`src/rtl/ram_pkg.sv`:
```
// Shared constants for the 8x8 single-port RAM and the FIFO controller in front of it.
package ram_pkg;

   localparam int unsigned DATA_W = 8;
   localparam int unsigned ADDR_W = 3;
   localparam int unsigned DEPTH  = 2 ** ADDR_W;

endpackage

```
`src/rtl/ram_fifo_ctrl.sv`:
```
// FIFO controller driving a single-port synchronous RAM, with a one-entry output register.
// A prefetch read always wins the RAM port over a write in the same cycle.
module ram_fifo_ctrl #(
   parameter int unsigned DATA_W = ram_pkg::DATA_W,
   parameter int unsigned ADDR_W = ram_pkg::ADDR_W
) (
   input  logic              clk,
   input  logic              rst_n,
   input  logic              flush,
   input  logic              in_valid,
   output logic              in_ready,
   input  logic [DATA_W-1:0] in_data,
   output logic              out_valid,
   input  logic              out_ready,
   output logic [DATA_W-1:0] out_data,
   output logic [ADDR_W:0]   level,
   output logic              ram_en,
   output logic              ram_we,
   output logic [ADDR_W-1:0] ram_addr,
   output logic [DATA_W-1:0] ram_wdata,
   input  logic [DATA_W-1:0] ram_rdata
);

   localparam int unsigned   DEPTH    = 2 ** ADDR_W;
   localparam int unsigned   CNT_W    = ADDR_W + 1;
   localparam logic [CNT_W-1:0]  CNT_FULL = CNT_W'(DEPTH);
   localparam logic [CNT_W-1:0]  CNT_ONE  = CNT_W'(1);
   localparam logic [ADDR_W-1:0] PTR_ONE  = ADDR_W'(1);

   logic [ADDR_W-1:0] wr_ptr;
   logic [ADDR_W-1:0] rd_ptr;
   logic [CNT_W-1:0]  mem_cnt;
   logic              rd_pend;
   logic              rd_go;
   logic              wr_go;

   // Port arbitration: prefetch only when the output path is completely idle.
   always_comb begin
      rd_go    = !flush && (mem_cnt != '0) && !rd_pend && !out_valid;
      in_ready = rst_n && !flush && (mem_cnt != CNT_FULL) && !rd_go;
      wr_go    = in_valid && in_ready;
   end

   always_comb begin
      ram_en    = rd_go || wr_go;
      ram_we    = wr_go;
      ram_addr  = rd_go ? rd_ptr : wr_ptr;
      ram_wdata = in_data;
   end

   // Occupancy counts the RAM, the read in flight and the output register.
   always_comb begin
      level = mem_cnt + CNT_W'(rd_pend) + CNT_W'(out_valid);
   end

   always_ff @(posedge clk or negedge rst_n) begin
      if (!rst_n) begin
         wr_ptr    <= '0;
         rd_ptr    <= '0;
         mem_cnt   <= '0;
         rd_pend   <= 1'b0;
         out_valid <= 1'b0;
         out_data  <= '0;
      end else if (flush) begin
         // out_data is deliberately left untouched; out_valid hides it.
         wr_ptr    <= '0;
         rd_ptr    <= '0;
         mem_cnt   <= '0;
         rd_pend   <= 1'b0;
         out_valid <= 1'b0;
      end else begin
         if (wr_go) begin
            wr_ptr <= wr_ptr + PTR_ONE;
         end
         if (rd_go) begin
            rd_ptr <= rd_ptr + PTR_ONE;
         end
         if (wr_go && !rd_go) begin
            mem_cnt <= mem_cnt + CNT_ONE;
         end else if (rd_go && !wr_go) begin
            mem_cnt <= mem_cnt - CNT_ONE;
         end
         rd_pend <= rd_go;
         if (rd_pend) begin
            out_data  <= ram_rdata;
            out_valid <= 1'b1;
         end else if (out_valid && out_ready) begin
            out_valid <= 1'b0;
         end
      end
   end

endmodule

```
`config.mk`:
```
export PLATFORM = sky130hd
export DESIGN_NAME = ram_fifo_ctrl
export DESIGN_NICKNAME = d
export VERILOG_FILES = /design/src/rtl/ram_pkg.sv /design/src/rtl/ram_fifo_ctrl.sv
export SDC_FILE = /design/constraint.sdc
export NUM_CORES = 1
export LEC_CHECK = 0
export ABC_CLOCK_PERIOD_IN_PS = 5300
export CAP_MARGIN = 15
export CORE_ASPECT_RATIO = 0.9
export CORE_MARGIN = 1.5
export CORE_UTILIZATION = 45
export CTS_BUF_LIST = sky130_fd_sc_hd__clkbuf_16
export CTS_CLUSTER_SIZE = 12
export DETAILED_ROUTE_END_ITERATION = 7
export PLACE_DENSITY = 0.83
export SLEW_MARGIN = 20
export SYNTH_ARGS = -nofsm -noshare
export SYNTH_HDL_FRONTEND = slang
export SYNTH_SLANG_ARGS = --single-unit
```
`constraint.sdc`:
```
create_clock -name clk -period 5.3 [get_ports clk]
set_input_delay 1.325 -clock clk [delete_from_list [all_inputs] [get_ports clk]]
set_output_delay 1.325 -clock clk [all_outputs]
set_load 0.01 [all_outputs]
```
Yosys cells after proc, flatten, opt, wreduce, memory -nomap -nowiden. Cells that the tools add are included.

Flip-flop bits (word level): 20. Input bits: 21. Output and inout port bits: 27. Logic and storage cells: 48.

Add/sub/neg operators: 6. Equal/unequal tests: 1. Muxes and demuxes: 12. Bitwise gates (word level): 1. Reduce and logical (&&, ||, !) cells: 22.

Operators with widths (number): $mux 3 (5); $mux 4 (3); $logic_and 1x1->1 (10); $add 4x1->4 (2); $add 3x1->3 const B (2); $reduce_bool 3->1 (2); $logic_not 1->1 (5); $add 4x1->4 const B (1); $mux 1 (4); $ne 4x4->1 const B (1); $reduce_bool 2->1 (2); $reduce_bool 4->1 (1); $sub 4x1->4 const B (1); $reduce_and 2->1 (1); $logic_or 1x1->1 (1); $not 1->1 (1).

Depth between registers and ports, before layout. Gate-level depths: netlist (run 1).

Word-level depth: 12. Depth in mapped cells: 8. Gate-level depth less buffers: 7.

Worst setup path before layout (run 1). OpenSTA, ideal clock, no wires.

Kind: input to output. From: input port flush. To: output port ram_en. Arrival: 1935 ps. Required time: 3975 ps. Slack: 2040 ps. Cell stages on the path: 3. Buffers on the path: 0. Cells stage by stage: and2b_1 -> o2111ai_4 -> nand2_1.

Longest elaborated chain between the ends: 8. Elaborated cells on any way between the ends: 10. Classes of those cells: reduce/logical (10).

Ends and longest elaborated chain: start, declared (RTL line ram_fifo_ctrl.sv:9) `input logic flush,`; $logic_not 1->1 * (RTL line ram_fifo_ctrl.sv:39, ram_fifo_ctrl.sv:40); $logic_and 1x1->1 (3 in a row) (RTL line ram_fifo_ctrl.sv:39) `rd_go = !flush && (mem_cnt != '0) && !rd_pend && !out_valid;`; $logic_not 1->1 (RTL line ram_fifo_ctrl.sv:40) `in_ready = rst_n && !flush && (mem_cnt != CNT_FULL) && !rd_go;`; $logic_and 1x1->1 (RTL line ram_fifo_ctrl.sv:40); $logic_and 1x1->1 (RTL line ram_fifo_ctrl.sv:41) `wr_go = in_valid && in_ready;`; $logic_or 1x1->1 * (RTL line ram_fifo_ctrl.sv:45) `ram_en = rd_go || wr_go;`; end, declared (RTL line ram_fifo_ctrl.sv:17) `output logic ram_en,`.

Every way passes the cells marked *; elsewhere a longest branch is shown, timed or not.

Worst setup path after layout (run 1). Same ends and word-level chain as after synthesis.

==> summary.md, run 1 <==
| Metric | Value |
|---|---|
| Antenna diodes | 0 |
| Setup WS pre-CTS | 0.661 ns |
| Per-cell routed wire length | 14.3 µm |
| Clock sink count | 20 |
| Slowest CP cell | clkdlybuf4s50_1 |
| Layout Cells excl Fill | 165 |
| Total of max-cap violations | 0 |
| CP Max Fanout | 15 |
| Initial antenna violation count | 0 |
| Core box area | 2450 µm² |
| Pre-antenna DRT Iters | 4 |
| Via-per-instance ratio | 5.30 |
| CP max stage delay | 0.69 ns |
| Data arrival time of the critical path | 3.37 ns |
| Yosys warnings | 0 |
| CP Buf/Inv Count | 2 |
| Final setup TNS | 0 ns |
| Post-Place Cells | 161 |
| Setup Fix Bufs, Post-CTS | 0 |
| GPL Wtd Cong | 0.805 |
| R2r startpoint | mem_cnt[1]$_DFFE_PN0P_ |
| Die Ht | 51.3 µm |
| Drt first-iter violations | 39 |
| VDD IR max | 0.000326 V |
| Hold_buf cts | 0 |
| Die area | 2910 µm² |
| Startpoint types | input pin |
| Worst-path clk slew | 0.05 ns |
| Critical Path, Cell by Cell | clkdlybuf4s50_1, and2b_1, o2111ai_4, nand2_1, clkdlybuf4s50_1 |
| CTS max path bufs | 2 |
| Slew headroom | 57.9% |
| Worst Tran Pin Value | 0.626 ns |
| Type of the worst setup path | in -> out |
| Yosys reg bits | 20 |
| Area Overhead vs Synth | 31.1% |
| Pwr Density | 562 nW/µm² |
| DRC | 0 |
| Syn_nets | 139 |
| # port buffers | 31 |
| Critical Path Start | flush |
| DP HPWL | 1710 µm |
| Period minus WS final | 4.69 ns |
| Via count | 874 |
| Largest net degree at the start of global routing | 21 |
| Crit path max-delay family | buffers and inverters |
| H-tree levels | 1 |
| Starting Density | 47.7% |
| Final Max Tran Viols | 0 |
| Grt total ovfl | 0 |
| Syn avg cell area | 10.5 µm² |
| Hold path start | wr_ptr[2]$_DFFE_PN0P_ |
| Top cell by count, worst path | clkdlybuf4s50_1 |
| Setup repair after global routing missed its margin | false |
| Distinct cells, synth | 30 |
| Cells after synthesis | 111 |
| All-Layer GR Usage | 17.4% |
| WL final | 2360 µm |
| Fin crit share | 88.6% |
| Antenna Nets Post-Route | 0 |
| Final Hold Vio Count | 0 |
| CTS tree | yes |
| Max Fclk | 213 MHz |
| Die width | 56.7 µm |
| Number of global-route vias before repair | 825 |
| Final setup violation count | 0 |
| Leakage | 0.000710 µW |
| Most common cell after layout, fill and taps aside | clkdlybuf4s50_1 |
| Clk_lat worst skew | 0.25 ns |
| Fillers | 202 |
| Hold WC Path Type | reg -> reg |
| Row cnt | 17 |
| Register area share after synthesis | 42.9% |
| Final #Nets | 166 |
| Status | completed |
| Pwr Total | 860 µW |
| Post-CTS sizing | 0 |
| Worst Clk Skew | 0.00178 ns |
| Layout cell share with drive strength beyond 1 | 13.9% |
| Crit end category | output port |
| Crit path setup slack, layout | 0.605 ns |
| CTS Buf Count | 3 |
| Crit path required time | 3.97 ns |
| Mapped Area | 1170 µm² |
| CTS Root Buffer Type | clkbuf_16 |
| Most frequent cells in the layout | clkdlybuf4s50_1 (31), dfrtp_1 (20), nand2_1 (17), inv_1 (8), mux2_2 (8) |
| First-pass GRT wire length | 3890 µm |
| IO Pins | 48 |
[sequential cells by signal (all words and copies together) (netlist names)]
signal,count
mem_cnt,4
out_data,8
out_valid,1
rd_pend,1
rd_ptr,3
wr_ptr,3
[worst paths after layout]
check,endpoint,slack [ns],cells after the start
worst max-delay path,ram_en,0.61,5
worst min-delay path,wr_ptr[2]$_DFFE_PN0P_,0.48,1
worst max register to register,mem_cnt[3]$_DFFE_PN0P_,2.85,7
worst min register to register,wr_ptr[2]$_DFFE_PN0P_,0.48,1
max in group asynchronous,mem_cnt[0]$_DFFE_PN0P_,3.64,2
min in group asynchronous,mem_cnt[3]$_DFFE_PN0P_,1.46,2
[layer usage]
layer,global-route usage [%],share of wire [%]
met2,27.5,48
met1,23.9,45
met5,0,0
met4,2.78,0.34
met3,5.32,6.3
[area by class of cell]
| cell class | instances | area [µm²] | share of cell area, % |
|---|---|---|---|
| multi-input combinational | 71 | 556 | 36.3 |
| clock inverter | 1 | 3.75 | 0.245 |
| timing repair buffer | 32 | 318 | 20.8 |
| clock buffer | 3 | 75.1 | 4.91 |
| sequential | 20 | 500 | 32.7 |
| inverter | 10 | 42.5 | 2.78 |
| tap | 28 | 35.0 | 2.29 |
[through the flow]
| step | util (%) | instance area, µm² | hold slack [ns] |
|---|---|---|---|
| after floorplan | - | 1170 | 0.446 |
| after global placement | 59.3 | 1450 | 0.466 |
| after detailed placement | 59.3 | 1450 | 0.474 |
| after CTS | 62.6 | 1530 | 0.481 |
| after global routing | 62.6 | 1530 | 0.501 |
| final | 62.6 | 1530 | 0.481 |
[cell usage after synthesis (all sizes together)]
cell,number,area [µm²]
dfrtp,20,500
nand2,17,63.8
inv,10,42.5
buf,9,65.1
mux2,8,90.1
a21oi,6,30.0
ha,5,62.6
nand2b,4,25.0
xnor2,4,35.0
mux2i,3,33.8
nand3,3,15.0
nor2,3,11.3
o21ai,3,15.0
fa,2,40.0
o211a,2,20.0
a211o,1,10.0
and2b,1,7.51
and3,1,6.26
clkbuf,1,3.75
nor3,1,5.00
nor4,1,6.26
o2111ai,1,26.3
o311ai,1,16.3
or2,1,6.26
or2b,1,7.51
or4b,1,13.8
xor2,1,8.76
[where the power goes]
part	switching (µW)	total, µW	internal, µW
clock	53.1	153	100
combinational	208	451	243
sequential	44.9	255	210
[kinds of logic (layout without fill, tap and decap cells)]
kind of cell	after synthesis	after routing	synth area share [%]
adder cells (fa/ha/maj)	7	7	8.79
multiplexers	11	11	10.6
AND/OR/NAND/NOR	34	34	14.4
AO/OA/AOI/OAI	14	14	10.1
flip-flops	20	20	42.9
buffers and inverters	20	46	9.54
XOR/XNOR	5	5	3.75
Power figures use the tool's default switching activity.
==> run 2: changes to the inputs <==
--- a/config.mk
+++ b/config.mk
@@ -5,15 +5,15 @@
 export SDC_FILE = /design/constraint.sdc
 export NUM_CORES = 1
 export LEC_CHECK = 0
-export ABC_CLOCK_PERIOD_IN_PS = 5300
+export ABC_CLOCK_PERIOD_IN_PS = 4500
 export CAP_MARGIN = 15
 export CORE_ASPECT_RATIO = 0.9
 export CORE_MARGIN = 1.5
-export CORE_UTILIZATION = 45
+export CORE_UTILIZATION = 42
 export CTS_BUF_LIST = sky130_fd_sc_hd__clkbuf_16
 export CTS_CLUSTER_SIZE = 12
 export DETAILED_ROUTE_END_ITERATION = 7
-export PLACE_DENSITY = 0.83
+export PLACE_DENSITY = 0.79
 export SLEW_MARGIN = 20
 export SYNTH_ARGS = -nofsm -noshare
 export SYNTH_HDL_FRONTEND = slang
==> constraint.sdc (replaced) <==
create_clock -name clk -period 4.5 [get_ports clk]
set_input_delay 1.125 -clock clk [delete_from_list [all_inputs] [get_ports clk]]
set_output_delay 1.125 -clock clk [all_outputs]
set_load 0.01 [all_outputs]
==> run 2 against run 1 <==
Clock power is 16% higher. Worst hold slack better by 0.015 ns. Clock skew hardly changed. Total power is 18% higher. Clock-buffer cell count stayed put. Wire length is 10% higher. Critical path depth is 2 higher. Final cell count stayed put. Via count is 0.46% lower. Largest power group unchanged. Largest cell class unchanged. Sequential share of layout area is 0.080 points lower.
==> summary.md, run 2 (synthesis gave the netlist of run 1 again) <==
| Metric | Value |
|---|---|
| Data arrival time of the critical path | 2.94 ns (was 3.37 ns) |
| Hold_buf cts | 0 (unchanged) |
| Max reg flops | 8 (unchanged) |
| Die Ht | 53.0 µm (was 51.3 µm) |
| Worst-path clk slew | 0.05 ns (about the same) |
| Via count | 870 (was 874) |
| Most common cell after layout, fill and taps aside | clkdlybuf4s50_1 (unchanged) |
| Area Overhead vs Synth | 31.4% (was 31.1%) |
| First-pass GRT wire length | 4060 µm (was 3890 µm) |
| Period minus WS final | 4.06 ns |
| # port buffers | 31 (unchanged) |
| Initial antenna violation count | 0 (unchanged) |
| CP max stage delay | 0.53 ns (was 0.69 ns) |
| Via-per-instance ratio | 5.27 (was 5.30) |
| Final #Nets | 167 (was 166) |
| Leakage | 0.000713 µW (was 0.000710 µW) |
| Clock share of power | 17.5% (was 17.9%) |
| Clock sink count | 20 (unchanged) |
| Worst Clk Skew | 0.00156 ns (was 0.00178 ns) |
| Type of the worst setup path | in -> out (unchanged) |
| CTS max path bufs | 2 (unchanged) |
| Largest register by flop count | out_data (unchanged) |
| Setup repair after global routing missed its margin | false (unchanged) |
| CTS tree | yes (unchanged) |
| Clk_lat worst skew | 0.25 ns (about the same) |
| Final Max Tran Viols | 0 (unchanged) |
| Layout Cells excl Fill | 165 (unchanged) |
| WL final | 2600 µm (was 2360 µm) |
| Slowest CP cell | clkdlybuf4s50_1 (unchanged) |
| Status | completed (unchanged) |
| Pre-antenna DRT Iters | 4 (unchanged) |
| Antenna diodes | 0 (unchanged) |
| CTS Buf Count | 3 (unchanged) |
| Final Hold Vio Count | 0 (unchanged) |
| Most frequent cells in the layout | clkdlybuf4s50_1 (31), dfrtp_1 (20), nand2_1 (17), inv_1 (8), mux2_2 (8) (unchanged) |
| Worst Tran Pin Value | 0.668 ns (was 0.626 ns) |
| Antenna Nets Post-Route | 0 (unchanged) |
| Number of global-route vias before repair | 790 (was 825) |
| Layout cell share with drive strength beyond 1 | 14.6% (was 13.9%) |
| Core box area | 2550 µm² (was 2450 µm²) |
| Slew headroom | 55.1% (was 57.9%) |
| Die width | 58.6 µm (was 56.7 µm) |
| Per-cell routed wire length | 15.8 µm (was 14.3 µm) |
| Max Fclk | 246 MHz |
| Reg-to-reg slack, setup | 1.98 ns (was 2.85 ns) |
| Startpoint types | input pin (unchanged) |
| Die area | 3110 µm² (was 2910 µm²) |
| Total of max-cap violations | 0 (unchanged) |
| IO Pins | 48 (unchanged) |
| Pwr Density | 660 nW/µm² (was 562 nW/µm²) |
| Starting Density | 45.7% (was 47.7%) |
| CTS Root Buffer Type | clkbuf_16 (unchanged) |
| CP Max Fanout | 12 (was 15) |
| All-Layer GR Usage | 17.9% (was 17.4%) |
| GPL Wtd Cong | 0.873 (was 0.805) |
| VDD IR max | 0.000254 V (was 0.000326 V) |
| Sw frac | 35.8% (was 35.6%) |
| NetSw | 362 µW (was 306 µW) |
| Pint | 650 µW (was 554 µW) |
| Hold WC Path Type | reg -> reg (unchanged) |
| Largest net degree at the start of global routing | 21 (unchanged) |
| Final setup TNS | 0 ns (unchanged) |
| Comb pwr share | 52.8% (was 52.5%) |
| Drt first-iter violations | 31 (was 39) |
| Fin crit share | 90.2% |
| Critical Path, Cell by Cell | clkdlybuf4s50_1, buf_4, a211o_2, inv_4, nand2_1, nand2_1, clkdlybuf4s50_1 (was clkdlybuf4s50_1, and2b_1, o2111ai_4, nand2_1, clkdlybuf4s50_1) |
| DP HPWL | 1860 µm (was 1710 µm) |
| Largest regs | out_data (8), mem_cnt (4) (unchanged) |
| Post-Place Cells | 162 (was 161) |
| Post-CTS sizing | 0 (unchanged) |
| Sequential share of power | 29.6% (was 29.7%) |
| H-tree levels | 1 (unchanged) |
| Setup Fix Bufs, Post-CTS | 0 (unchanged) |
| Row cnt | 17 (unchanged) |
| Crit end category | output port (unchanged) |
| DRC | 0 (unchanged) |
| Final setup violation count | 0 (unchanged) |
| Crit path required time | 3.38 ns (was 3.97 ns) |
| Grt total ovfl | 0 (unchanged) |
[run 2: through the flow]
step           worst slack (ns)  cell area (µm²)  utilization [%]  power [µW]  hold WS (ns)
2_1_floorplan              1.64             1170                -         619         0.446
3_3_place_gp              0.503             1460             57.2         819         0.475
3_5_place_dp              0.477             1460             57.2         837         0.478
4_1_cts                   0.448             1530             60.1        1020         0.497
5_1_grt                   0.344             1530             60.1        1080         0.504
6_report                  0.439             1530             60.1        1010         0.497
[run 2: area by class of cell]
type	count	area, µm²
inverter	10	42.5
timing repair buffer	33	325
fill	224	1020
tap	28	35.0
clock buffer	3	75.1
multi-input combinational	71	556
sequential	20	500
[run 2: metal layers]
| layer | routed length, µm | track usage [%] | part of all wire (%) |
|---|---|---|---|
| met1 | 1190 | 25.6 | 46 |
| met2 | 1250 | 27.5 | 48 |
| met3 | 141 | 4.89 | 5.4 |
| met4 | 25 | 2.65 | 0.96 |
| met5 | 0 | 0 | 0 |
[run 2: power groups by stage]
stage,clock network [µW],logic [µW],registers [µW]
floorplan,0,307,311
global placement,0,520,299
detailed placement,0,534,303
CTS,182,539,300
global route,188,580,308
finish,177,535,300
[run 2: final timing paths]
kind,from,endpoint,depth (start not counted)
setup / recovery,flush,ram_addr[0],7
hold / removal,rd_ptr[2]$_DFFE_PN0P_,rd_ptr[2]$_DFFE_PN0P_,1
setup reg to reg,mem_cnt[1]$_DFFE_PN0P_,mem_cnt[3]$_DFFE_PN0P_,7
hold reg to reg,rd_ptr[2]$_DFFE_PN0P_,rd_ptr[2]$_DFFE_PN0P_,1
max in group asynchronous,rst_n,out_data[5]$_DFFE_PN0P_,2
min in group asynchronous,rst_n,rd_ptr[2]$_DFFE_PN0P_,2
[run 2: critical path, delay by kind of cell]
family / cells / cell delay (ns)
buffers and inverters: 4 / 1.34
and+or+nand+nor: 2 / 0.12
AOI/OAI and AO/OA: 1 / 0.36
==> run 3: changes to the inputs <==
--- a/config.mk
+++ b/config.mk
@@ -14,6 +14,7 @@
 export CTS_CLUSTER_SIZE = 12
 export DETAILED_ROUTE_END_ITERATION = 7
 export PLACE_DENSITY = 0.79
+export RECOVER_POWER = 50
 export SLEW_MARGIN = 20
 export SYNTH_ARGS = -nofsm -noshare
 export SYNTH_HDL_FRONTEND = slang
==> run 3 against run 2 <==
Non-clock buffer count unchanged. First-iteration DRC count unchanged. Critical path depth unchanged. Clock skew hardly changed. Design area fell by 0.33%. Setup slack got worse by 0.022 ns. Combinational power down 1%. Critical path type unchanged. Largest power group unchanged. Clock-buffer cell count is the same. Sequential cell count stayed put. Global-route usage unchanged.
==> summary.md, run 3 (synthesis gave the netlist of run 1 again) <==
| Metric | Value |
|---|---|
| Status | completed (unchanged) |
| Slew headroom | 26.6% (was 55.1%) |
| First-pass GRT wire length | 4060 µm (unchanged) |
| Routed length on met1 | 1210 µm (was 1190 µm) |
| # port buffers | 31 (unchanged) |
| IO Pins | 48 (unchanged) |
| Final Max Tran Viols | 0 (unchanged) |
| Type of the worst setup path | in -> out (unchanged) |
| Hold Crit Depth | 1 (unchanged) |
| Die width | 58.6 µm (unchanged) |
| Worst-path clk slew | 0.05 ns (about the same) |
| Worst Clk Skew | 0.00156 ns (about the same) |
| GPL Wtd Cong | 0.873 (unchanged) |
| CP max stage delay | 0.53 ns (about the same) |
| Number of global-route vias before repair | 790 (unchanged) |
| Post-CTS sizing | 0 (unchanged) |
| Hold Path End | rd_ptr[2]$_DFFE_PN0P_ (unchanged) |
| Crit path required time | 3.38 ns (about the same) |
| Fin crit share | 90.7% (was 90.2%) |
| Antenna diodes | 0 (unchanged) |
| Via-per-instance ratio | 5.28 (was 5.27) |
| Hold WC Path Type | reg -> reg (unchanged) |
| Crit path setup slack, layout | 0.416 ns (was 0.439 ns) |
| Pre-antenna DRT Iters | 4 (unchanged) |
| Area Overhead vs Synth | 31.0% (was 31.4%) |
| H-tree levels | 1 (unchanged) |
| Startpoint types | input pin (unchanged) |
| Area of the multi-input gates | 554 µm² (was 556 µm²) |
| Reg-to-reg slack, setup | 1.98 ns (about the same) |
| Crit path max-delay family | buffers and inverters (unchanged) |
| Grt total ovfl | 0 (unchanged) |
| Most common cell after layout, fill and taps aside | clkdlybuf4s50_1 (unchanged) |
| CTS Buf Count | 3 (unchanged) |
| Largest regs | out_data (8), mem_cnt (4) (unchanged) |
| Largest net degree at the start of global routing | 21 (unchanged) |
| CP Buf/Inv Count | 4 (unchanged) |
| Row cnt | 17 (unchanged) |
| Fillers | 225 (was 224) |
| Final Util | 59.9% (was 60.1%) |
| Seq. cell area | 500 µm² (unchanged) |
| Setup Fix Bufs, Post-CTS | 0 (unchanged) |
| CTS Root Buffer Type | clkbuf_16 (unchanged) |
| Data arrival time of the critical path | 2.96 ns (was 2.94 ns) |
| Final #Nets | 167 (unchanged) |
| Highest routed layer | met4 (unchanged) |
| Starting Density | 45.7% (unchanged) |
| Layout Cells excl Fill | 165 (unchanged) |
| Hold_buf cts | 0 (unchanged) |
| VDD IR max | 0.000254 V (about the same) |
| Worst Tran Pin Value | 1.10 ns (was 0.668 ns) |
| Largest register by flop count | out_data (unchanged) |
| Hold path start | rd_ptr[2]$_DFFE_PN0P_ (unchanged) |
| Period minus WS final | 4.08 ns (was 4.06 ns) |
| Final setup TNS | 0 ns (unchanged) |
| Via count | 872 (was 870) |
| Critical Path, Cell by Cell | clkdlybuf4s50_1, buf_4, a211o_1, inv_4, nand2_1, nand2_1, clkdlybuf4s50_1 (was clkdlybuf4s50_1, buf_4, a211o_2, inv_4, nand2_1, nand2_1, clkdlybuf4s50_1) |
| CTS tree | yes (unchanged) |
| Clk_lat worst skew | 0.25 ns (about the same) |
| Max reg flops | 8 (unchanged) |
| Die area | 3110 µm² (unchanged) |
| Core box area | 2550 µm² (unchanged) |
| Die Ht | 53.0 µm (unchanged) |
| Met2 WL | 1220 µm (was 1250 µm) |
| Leakage | 0.000712 µW (was 0.000713 µW) |
| All-Layer GR Usage | 17.9% (unchanged) |
| Antenna Nets Post-Route | 0 (unchanged) |
| Crit end category | output port (unchanged) |
| Crit Reg-Reg Endpoint | mem_cnt[3]$_DFFE_PN0P_ (unchanged) |
| Setup WS pre-CTS | 0.477 ns (unchanged) |
| Max Fclk | 245 MHz (was 246 MHz) |
| Setup repair after global routing missed its margin | false (unchanged) |
| Drt first-iter violations | 31 (unchanged) |
| Slowest CP cell | clkdlybuf4s50_1 (unchanged) |
| Layout cell share with drive strength beyond 1 | 13.1% (was 14.6%) |
| R2r startpoint | mem_cnt[1]$_DFFE_PN0P_ (unchanged) |
| Most frequent cells in the layout | clkdlybuf4s50_1 (26), dfrtp_1 (20), nand2_1 (17), inv_1 (8), mux2_2 (8) (was clkdlybuf4s50_1 (31), dfrtp_1 (20), nand2_1 (17), inv_1 (8), mux2_2 (8)) |
| Post-Place Cells | 162 (unchanged) |
| CP Max Fanout | 12 (unchanged) |
| Final Hold Vio Count | 0 (unchanged) |
| CTS max path bufs | 2 (unchanged) |
| Metal3 WL | 146 µm (was 141 µm) |
| DRC | 0 (unchanged) |
| Clock sink count | 20 (unchanged) |
| Total of max-cap violations | 0 (unchanged) |
| DP HPWL | 1860 µm (unchanged) |
| R2R cell count | 7 (unchanged) |
| Initial antenna violation count | 0 (unchanged) |
| Per-cell routed wire length | 15.8 µm (about the same) |
| Pwr Density | 657 nW/µm² (was 660 nW/µm²) |
| WL final | 2610 µm (was 2600 µm) |
| Final setup violation count | 0 (unchanged) |
| Hold slack | 0.497 ns (about the same) |
-- run 3: changes by cell type in the layout (fill, tap and decap cells not counted) --
cell and delta:
a211o_2 -1, buf_4 -1, clkbuf_1 +1, dlygate4sd3_1 +5
a211o_1 +1, clkdlybuf4s50_1 -5
-- run 3: worst max path at each step --
stage | slack [ns] | to | start | depth (start not counted)
floorplan | 1.64 | ram_en | flush | 3
global placement | 0.50 | ram_addr[0] | flush | 7
detailed placement | 0.48 | ram_addr[0] | flush | 7
CTS | 0.45 | ram_addr[2] | flush | 7
global route | 0.32 | ram_addr[0] | flush | 7
finish | 0.42 | ram_addr[0] | flush | 7
-- run 3: metal layers --
layer	vias to the layer above	global-route usage (%)
met3	6	4.89
met4	0	2.65
met5	-	0
met2	25	27.5
li1	418	-
met1	423	25.6
-- run 3: stage by stage --
| stage | instance area, µm² | total power (µW) |
|---|---|---|
| floorplan | 1170 | 619 |
| global placement | 1460 | 819 |
| detailed placement | 1460 | 837 |
| CTS | 1530 | 1020 |
| global route | 1530 | 1070 |
| finish | 1530 | 1000 |
-- run 3: area by class of cell --
type                    count  area share (%)
multi-input cells          71            36.3
flip-flops and latches     20            32.7
repair buffers             33            21.0
clock buffers               3            4.91
inverters                  10            2.78
well taps                  28            2.29
-- run 3: power breakdown --
part	total [µW]	internal [µW]	switching (µW)
clock network	177	117	60.3
logic	528	279	250
registers	299	248	51.5
